--- src/rtl/acc_pkg.sv ---
// Shared definitions for the accumulator feeder: default sizes, FSM states
// and width helpers derived from the FIFO depth and frame length.
package acc_pkg;

  // Default for DATA_WIDTH: matches the accumulator summand input.
  localparam int DFLT_DATA_WIDTH = 8;
  localparam int DFLT_FIFO_DEPTH = 4;
  localparam int DFLT_FRAME_LEN  = 16;

  typedef enum logic {
    RUN   = 1'b0,
    CLEAR = 1'b1
  } state_t;

  // FIFO read/write pointer width; pointers wrap modulo the depth.
  function automatic int ptr_w(input int depth);
    return $clog2(depth);
  endfunction

  // Occupancy width: one bit wider than the pointers so full != empty.
  function automatic int lvl_w(input int depth);
    return $clog2(depth) + 1;
  endfunction

  // Frame counter width, enough to hold FRAME_LEN-1.
  function automatic int cnt_w(input int frame_len);
    return $clog2(frame_len);
  endfunction

endpackage

--- src/rtl/sync_fifo.sv ---
// Synchronous FIFO with registered pointers/level; head entry is read
// combinationally so the consumer can register it on the pop edge.
module sync_fifo
  import acc_pkg::*;
#(
  parameter int WIDTH = DFLT_DATA_WIDTH,
  parameter int DEPTH = DFLT_FIFO_DEPTH
) (
  input  logic                    i_CLK,
  input  logic                    i_RESET,
  input  logic                    i_PUSH,
  input  logic [WIDTH-1:0]        i_DATA,
  input  logic                    i_POP,
  output logic [WIDTH-1:0]        o_HEAD,
  output logic [lvl_w(DEPTH)-1:0] o_LEVEL
);

  localparam int PTR_W = ptr_w(DEPTH);
  localparam int LVL_W = lvl_w(DEPTH);
  localparam logic [LVL_W-1:0] LVL_FULL = LVL_W'(DEPTH);

  logic [WIDTH-1:0] mem [DEPTH];
  logic [PTR_W-1:0] wr_ptr;
  logic [PTR_W-1:0] rd_ptr;
  logic [LVL_W-1:0] level;
  logic             do_push;
  logic             do_pop;

  // Overflow/underflow guards keep the pointers consistent even if misused.
  assign do_push = i_PUSH && (level != LVL_FULL);
  assign do_pop  = i_POP && (level != '0);

  // Storage write; a push during reset is dropped.
  always_ff @(posedge i_CLK) begin
    if (i_RESET && do_push) begin
      mem[wr_ptr] <= i_DATA;
    end
  end

  // Pointer and occupancy bookkeeping; reset flushes the FIFO.
  always_ff @(posedge i_CLK) begin
    if (!i_RESET) begin
      wr_ptr <= '0;
      rd_ptr <= '0;
      level  <= '0;
    end else begin
      if (do_push) wr_ptr <= wr_ptr + PTR_W'(1);
      if (do_pop)  rd_ptr <= rd_ptr + PTR_W'(1);
      case ({do_push, do_pop})
        2'b10:   level <= level + LVL_W'(1);
        2'b01:   level <= level - LVL_W'(1);
        default: level <= level;
      endcase
    end
  end

  assign o_HEAD  = mem[rd_ptr];
  assign o_LEVEL = level;

endmodule

--- src/rtl/summand_feeder.sv ---
// Feeds the 8-bit accumulator: buffers producer samples, issues one summand
// per cycle with a clock-enable strobe, and clears the accumulator after
// every FRAME_LEN summands.
module summand_feeder
  import acc_pkg::*;
#(
  parameter int DATA_WIDTH = DFLT_DATA_WIDTH,
  parameter int FIFO_DEPTH = DFLT_FIFO_DEPTH,
  parameter int FRAME_LEN  = DFLT_FRAME_LEN
) (
  input  logic                         i_CLK,
  input  logic                         i_RESET,
  input  logic                         i_VALID,
  input  logic [DATA_WIDTH-1:0]        i_DATA,
  output logic                         o_READY,
  input  logic                         i_HOLD,
  output logic                         o_CLK_EN,
  output logic [DATA_WIDTH-1:0]        o_SUMMAND,
  output logic                         o_FRAME_DONE,
  output logic                         o_ACC_CLEAR,
  output logic [lvl_w(FIFO_DEPTH)-1:0] o_LEVEL
);

  localparam int LVL_W = lvl_w(FIFO_DEPTH);
  localparam int CNT_W = cnt_w(FRAME_LEN);
  localparam logic [LVL_W-1:0] LVL_FULL = LVL_W'(FIFO_DEPTH);
  localparam logic [CNT_W-1:0] CNT_LAST = CNT_W'(FRAME_LEN - 1);

  state_t                state_p0;
  state_t                state_nxt;
  logic [CNT_W-1:0]      frame_cnt_p0;
  logic [LVL_W-1:0]      level;
  logic [DATA_WIDTH-1:0] head;
  logic                  push;
  logic                  pop;
  logic                  frame_end;

  logic                  vld_p1;
  logic [DATA_WIDTH-1:0] summand_p1;
  logic                  frame_done_p1;
  logic                  acc_clear_p1;

  // Ready comes straight from the level register so it never depends on pop.
  assign o_READY   = (level < LVL_FULL);
  assign push      = i_VALID && o_READY;
  assign pop       = (level != '0) && !i_HOLD && (state_p0 == RUN);
  assign frame_end = pop && (frame_cnt_p0 == CNT_LAST);

  sync_fifo #(
    .WIDTH (DATA_WIDTH),
    .DEPTH (FIFO_DEPTH)
  ) u_fifo (
    .i_CLK   (i_CLK),
    .i_RESET (i_RESET),
    .i_PUSH  (push),
    .i_DATA  (i_DATA),
    .i_POP   (pop),
    .o_HEAD  (head),
    .o_LEVEL (level)
  );

  // Next state: the frame-completing pop forces a one-cycle CLEAR bubble.
  always_comb begin
    state_nxt = state_p0;
    case (state_p0)
      RUN:     if (frame_end) state_nxt = CLEAR;
      CLEAR:   state_nxt = RUN;
      default: state_nxt = RUN;
    endcase
  end

  // Stage p0: FSM state and frame position, advanced on each pop.
  always_ff @(posedge i_CLK) begin
    if (!i_RESET) begin
      state_p0     <= RUN;
      frame_cnt_p0 <= '0;
    end else begin
      state_p0 <= state_nxt;
      if (pop) begin
        frame_cnt_p0 <= frame_end ? '0 : frame_cnt_p0 + CNT_W'(1);
      end
    end
  end

  // Stage p1: registered accumulator interface; summand holds between strobes.
  always_ff @(posedge i_CLK) begin
    if (!i_RESET) begin
      vld_p1        <= 1'b0;
      summand_p1    <= '0;
      frame_done_p1 <= 1'b0;
      acc_clear_p1  <= 1'b0;
    end else begin
      vld_p1        <= pop;
      frame_done_p1 <= frame_end;
      acc_clear_p1  <= (state_p0 == CLEAR);
      if (pop) begin
        summand_p1 <= head;
      end
    end
  end

  assign o_CLK_EN     = vld_p1;
  assign o_SUMMAND    = summand_p1;
  assign o_FRAME_DONE = frame_done_p1;
  assign o_ACC_CLEAR  = acc_clear_p1;
  assign o_LEVEL      = level;

endmodule

--- config.mk ---
export PLATFORM = sky130hd
export DESIGN_NAME = summand_feeder
export DESIGN_NICKNAME = d
export VERILOG_FILES = /design/src/rtl/acc_pkg.sv /design/src/rtl/sync_fifo.sv /design/src/rtl/summand_feeder.sv
export SDC_FILE = /design/constraint.sdc
export NUM_CORES = 1
export LEC_CHECK = 0
export BUFFER_PORTS_ARGS = -buffer_cell sky130_fd_sc_hd__buf_2
export CAP_MARGIN = 20
export CORE_ASPECT_RATIO = 0.9
export CORE_MARGIN = 2
export CORE_UTILIZATION = 51
export CTS_CLUSTER_SIZE = 24
export DETAILED_ROUTE_END_ITERATION = 10
export GPL_TIMING_DRIVEN = 0
export MAX_ROUTING_LAYER = met4
export PLACE_DENSITY_LB_ADDON = 0.08
export SKIP_CTS_REPAIR_TIMING = 1
export SLEW_MARGIN = 30
export SYNTH_ARGS = -nofsm -noshare
export SYNTH_HDL_FRONTEND = slang
export SYNTH_SLANG_ARGS = --single-unit
--- constraint.sdc ---
create_clock -name i_CLK -period 2.12 [get_ports i_CLK]
set_input_delay 0.212 -clock i_CLK [delete_from_list [all_inputs] [get_ports i_CLK]]
set_output_delay 0.212 -clock i_CLK [all_outputs]
set_load 0.05 [all_outputs]
Word-level counts from Yosys, hierarchy flattened
Memories as Yosys holds them, arrays and structs flattened. A register that Yosys moved wholly into a read port is not among the register bits.
Index checks and enable logic that the tools add are counted.
{ "word_totals": {"in_bits": 12, "reg_bits": 15, "ram_bits": 32, "mem_count": 1, "word_cells": 37, "out_inout_bits": 15} }
{ "mem_list": {"columns": ["memory", "depth", "width", "rd", "rd_clocked_by_memory_dff", "wr", "line_no", "rtl"], "rows": [
  ["u_fifo.mem", 4, 8, 1, 1, 1, "sync_fifo.sv:22", "logic [WIDTH-1:0] mem [DEPTH];"]
]} }
{ "classes": {"order_cmp": 1, "addsub": 5, "n_eq_ne": 4, "mux": 6, "reduce_logical": 11, "bitwise_logic": 1} }
{ "ops": {"columns": ["cell", "count"], "rows": [
  ["$logic_and A1 B1 Y1", 7],
  ["$pmux W3 S2", 1],
  ["$add A2 B1 Y2 const B", 2],
  ["$add A4 B1 Y4 const B", 1],
  ["$eq A4 B4 Y1 const B", 1],
  ["$mux W4", 1],
  ["$add A3 B1 Y3 const B", 1],
  ["$lt A3 B3 Y1 const B", 1],
  ["$mux W1", 3],
  ["$ne A3 B3 Y1 const B", 1],
  ["$reduce_bool A3 Y1", 1],
  ["$sub A3 B1 Y3 const B", 1],
  ["$eq A2 B1 Y1 const B", 1],
  ["$eq A2 B2 Y1 const B", 1],
  ["$logic_not A1 Y1", 2],
  ["$pmux W1 S2", 1],
  ["$reduce_bool A2 Y1", 1],
  ["$not A1 Y1", 1]
]} }

Longest topological paths before layout
{ "logic_depth": {"depth_word": 6, "ltp_mapped": 9, "depth_no_buf": 8} }

Cells and area by module
Synthesis repeated with hierarchy kept, for this count alone.
{ "unflattened": {"cells_unflattened": 166, "area_unflattened_um2": 2332.2} }
{ "modules_own_cells": {"columns": ["mod", "cells_per_inst", "seq_area_each_um2", "area_each_um2", "n_inst"], "rows": [
  ["sync_fifo", 92, 1141.1, 1650.3, 1],
  ["summand_feeder", 74, 320.3, 681.9, 1]
]} }

Worst setup path before layout
OpenSTA, ideal clock, no wires.
{ "synth_timing": {"kind": "register to register", "start": "register u_fifo.level[2], in the netlist u_fifo.o_LEVEL[2]", "end": "register u_fifo.level[2], in the netlist u_fifo.o_LEVEL[2]", "n_path_buf": 0, "required_time_ns": 2.049, "setup_slack_ns": -0.317, "synth_period_minus_slack_ns": 2.437, "arrival_time_ns": 2.366, "setup_ns": 0.071, "stages_incl_launch_ff": 9, "cell_sequence": "dfxtp_1 > nor3_2 > nor2_2 > ha_1 > inv_1 > fa_1 > xor2_1 > or3_1 > a21oi_1"} }
{ "synth_between": {"elab_chain_cells": 6, "elab_cells_between_ends": 14, "cone_classes": "add/sub: 2; order compare: 1; eq/ne: 3; mux: 1; reduce/logical: 7"} }
{ "synth_rtl": {"columns": ["item", "line_no", "rtl"], "rows": [
  ["start: declaration", "sync_fifo.sv:25", "logic [LVL_W-1:0] level;"],
  ["start signal: assignment", "sync_fifo.sv:50", "2'b10: level <= level + LVL_W'(1);"],
  ["start signal: assignment", "sync_fifo.sv:51", "2'b01: level <= level - LVL_W'(1);"],
  ["start signal: assignment", "sync_fifo.sv:52", "default: level <= level;"],
  ["parallel branches: the longest is 6 deep, another holds $lt A3 B3 Y1", null, null]
]} }
Several ways; the timed one is not identified.
A chain may end at the register's enable or synchronous reset.

Worst setup path after layout
{ "layout_timing": {"start": "register state_p0", "end": "register u_fifo.level[2], in the netlist u_fifo.o_LEVEL[2]"} }
{ "layout_between": {"elab_chain_cells": 5, "elab_cells_between_ends": 7, "cone_classes": "eq/ne: 2; mux: 1; bitwise: 1; reduce/logical: 3"} }
{ "layout_rtl": {"columns": ["item", "line_no", "rtl"], "rows": [
  ["start: declaration", "summand_feeder.sv:29", "state_t state_p0;"],
  ["start signal: assignment", "summand_feeder.sv:78", "state_p0 <= state_nxt;"],
  ["$not A1 Y1 (*)", null, null],
  ["$logic_and A1 B1 Y1 (*)", "summand_feeder.sv:46", "assign pop = (level != '0) && !i_HOLD && (state_p0 == RUN);"],
  ["$logic_and A1 B1 Y1 (*)", "sync_fifo.sv:31", "assign do_pop = i_POP && (level != '0);"],
  ["$eq A2 B1 Y1 or $eq A2 B2 Y1 (tied branches)", "sync_fifo.sv:49", "case ({do_push, do_pop})"],
  ["$pmux W3 S2 or $reduce_bool A2 Y1 (tied branches)", null, null]
]} }
Mark *: on every way between the ends. The rest lies on a longest branch, timed or not.

==> qor.txt <==
crit path DAT: 2.35 ns
RSZ-0062 raised after global routing: true
GR Overflow Total: 0
Rel. slew slack: 67.4%
Synth Warn #: 0
Tcrit/Tclk final: 99.8%
Distinct cells, synth: 34
io pins: 27
area grow syn2layout: 15.8%
Worst Path Required: 2.35 ns
Initial Util: 53.3%
largest net degree at the start of global routing: 17
total wire length: 3950 um
Worst Setup Start Kind: flop
Clk pin slew, worst setup/hold paths: 0.09 ns
core area: 4100 um2
via density per instance: 5.54
worst-path maximum fanout: 8
Pre-antenna DRT Iters: 4
setup ws final: 0.00512 ns
syn nets: 172
Finished Layout Cells: 239
reported leakage power: 0.949 nW
vias in the first global route: 1,270
Main synth FF type: edfxtp_1
TNS Setup: 0 ns
mean post-synth cell area: 14.3 um2
final net count: 209
pre-CTS setup slack: -0.203 ns
Synth Instances: 153
worst setup path end: u_fifo.o_LEVEL[2]
final antenna-violating net count: 0
maximum VDD drop: 0.851 mV
FP Rows: 22
post-placement cell count: 226
synthesized cell area: 2190 um2
DR DRC count: 0
register area share after synthesis: 65.0%
Worst setup EP type: flop
CTS tree: done
Crit Reg-Reg Endpoint: u_fifo.o_LEVEL[2]
Tightest Pin Transition: 0.489 ns
Final min period: 2.11 ns
reg-to-reg slack, setup: 0.005 ns
routed vias: 1,323
Die ar.: 4830 um2
Hold Violations, Final: 0
1st-iter DRT viols: 59
Die Height: 66.1 um
Clk Latency, worst-skew pair: 0.30 ns
placed wire-length estimate: 2540 um
FMAX: 473 MHz
clk root buf: clkbuf_8
Pwr Total: 2.93 mW
antenna cells: 0
Setup crit start: state_p0
H-Tree Depth: 2
wire per inst: 16.5 um
Worst Hold Launch: i_DATA[2]
async set-reset flop share out of synthesis: 0%
fin. max-slew vios: 0
hold slack: 0.126 ns
GRT Overall Usage: 18.6%
worst hold path type: in2reg
Fin Clk Skew: 0.00921 ns
post-synthesis sequential element count: 55
Die W: 73.0 um
layout cells sized above 1: 31.4%
CTS Sinks: 55
routability cong.: 0.803
# port buffers: 25
Post-synth EDFFs: 32
Final Setup Violations: 0
Worst R2R Path Depth: 9
clock buffer count from CTS: 5
antenna violations before repair: 0
max_cap viols: 0
global-route wire length before repair: 6290 um
Pwr Density: 1150 nW/um2
Critical Setup Path Class: reg2reg
worst r2r src: state_p0
status: finished clean
clock tree buffer depth: 2
## critical path, stage by stage, from the launching register on
cell	delay [ns]
dfxtp_2	0.33
or2_1	0.23
buf_6	0.14
nor2_4	0.15
ha_4	0.16
inv_1	0.05
fa_1	0.36
xor2_1	0.16
or3_1	0.33
a21oi_2	0.12
## per-layer routing
layer | routed length (um) | GRT usage, %
met1 | 1760 | 23.8
met2 | 1950 | 29.2
met3 | 197 | 4.73
met4 | 42 | 6.02
met5 | 0 | -
## final cells by class
class                   instances  area, um2
inverters                       9       35.0
multi-input cells              81        708
clock buffers                   7       86.3
flip-flops and latches         55       1430
well taps                      48       60.1
fillers                       330       1570
repair buffers                 30        163
plain buffers                   8       50.0
clock inverters                 1       5.00
## through the flow
stage | instance area (um2) | util (%)
after floorplan | 2200 | -
after global placement | 2380 | 58.1
after detailed placement | 2380 | 58.1
after CTS | 2470 | 60.3
after global routing | 2530 | 61.8
final | 2530 | 61.8
## cells in the mapped netlist (2+ instances only)
cell / instances / share of area (%)
xor2_1: 2 / 0.80
clkbuf_1: 4 / 0.69
nor3_2: 2 / 0.92
nand3_1: 5 / 1.1
mux4_2: 8 / 8.2
dfxtp_1: 23 / 21
and3_1: 4 / 1.1
buf_6: 2 / 1.0
inv_1: 8 / 1.4
a21oi_1: 6 / 1.4
or3_1: 2 / 0.57
nor2_1: 6 / 1.0
and4_1: 2 / 0.80
ha_1: 6 / 3.4
o21ai_0: 4 / 0.92
nand2_1: 11 / 1.9
o2bb2ai_1: 9 / 3.6
mux2i_1: 2 / 0.92
edfxtp_1: 32 / 44
## sequential cells by signal (all words and copies together) (netlist names)
name / flops
u_fifo.mem: 32
o_SUMMAND: 8
frame_cnt_p0: 4
u_fifo.o_LEVEL: 3
u_fifo.rd_ptr: 2
u_fifo.wr_ptr: 2
o_ACC_CLEAR: 1
o_CLK_EN: 1
o_FRAME_DONE: 1
state_p0: 1
## cells in the final DEF (no fill, tap or decap), drive strengths merged, types with 5 or more instances in the layout
master / count
nand3: 5
edfxtp: 32
buf: 34
a21oi: 6
clkbuf: 11
mux4: 8
nand2: 11
o2bb2ai: 9
inv: 8
dfxtp: 23
ha: 6
nor2: 7
## logic make-up (layout without fill, tap and decap cells)
group	count (synthesis)	count (layout)	synth area share (%)
xor+xnor	3	3	1.20
compound gates	22	22	6.87
mux	10	10	9.15
flops	55	55	65.0
fa+ha+maj	7	7	4.35
simple gates	39	39	9.55
buf+inv	17	55	3.89
## report_power, final
group	total, mW	switching [mW]	leakage (nW)	internal (mW)
sequential	1.36	0.0863	0.480	1.27
clock	0.579	0.315	0.0482	0.264
combinational	0.991	0.623	0.421	0.368
total	2.93	1.02	0.949	1.90
## how the worst min path moves through the flow
stage | end | cells after the start
after floorplan | u_fifo.mem[0][0] | 0
after global placement | u_fifo.mem[0][7] | 1
after detailed placement | u_fifo.mem[2][0] | 1
after CTS | u_fifo.mem[3][2] | 1
after global routing | u_fifo.mem[0][6] | 1
final | u_fifo.mem[3][2] | 1
No activity file was read; power rests on OpenSTA's default activity.
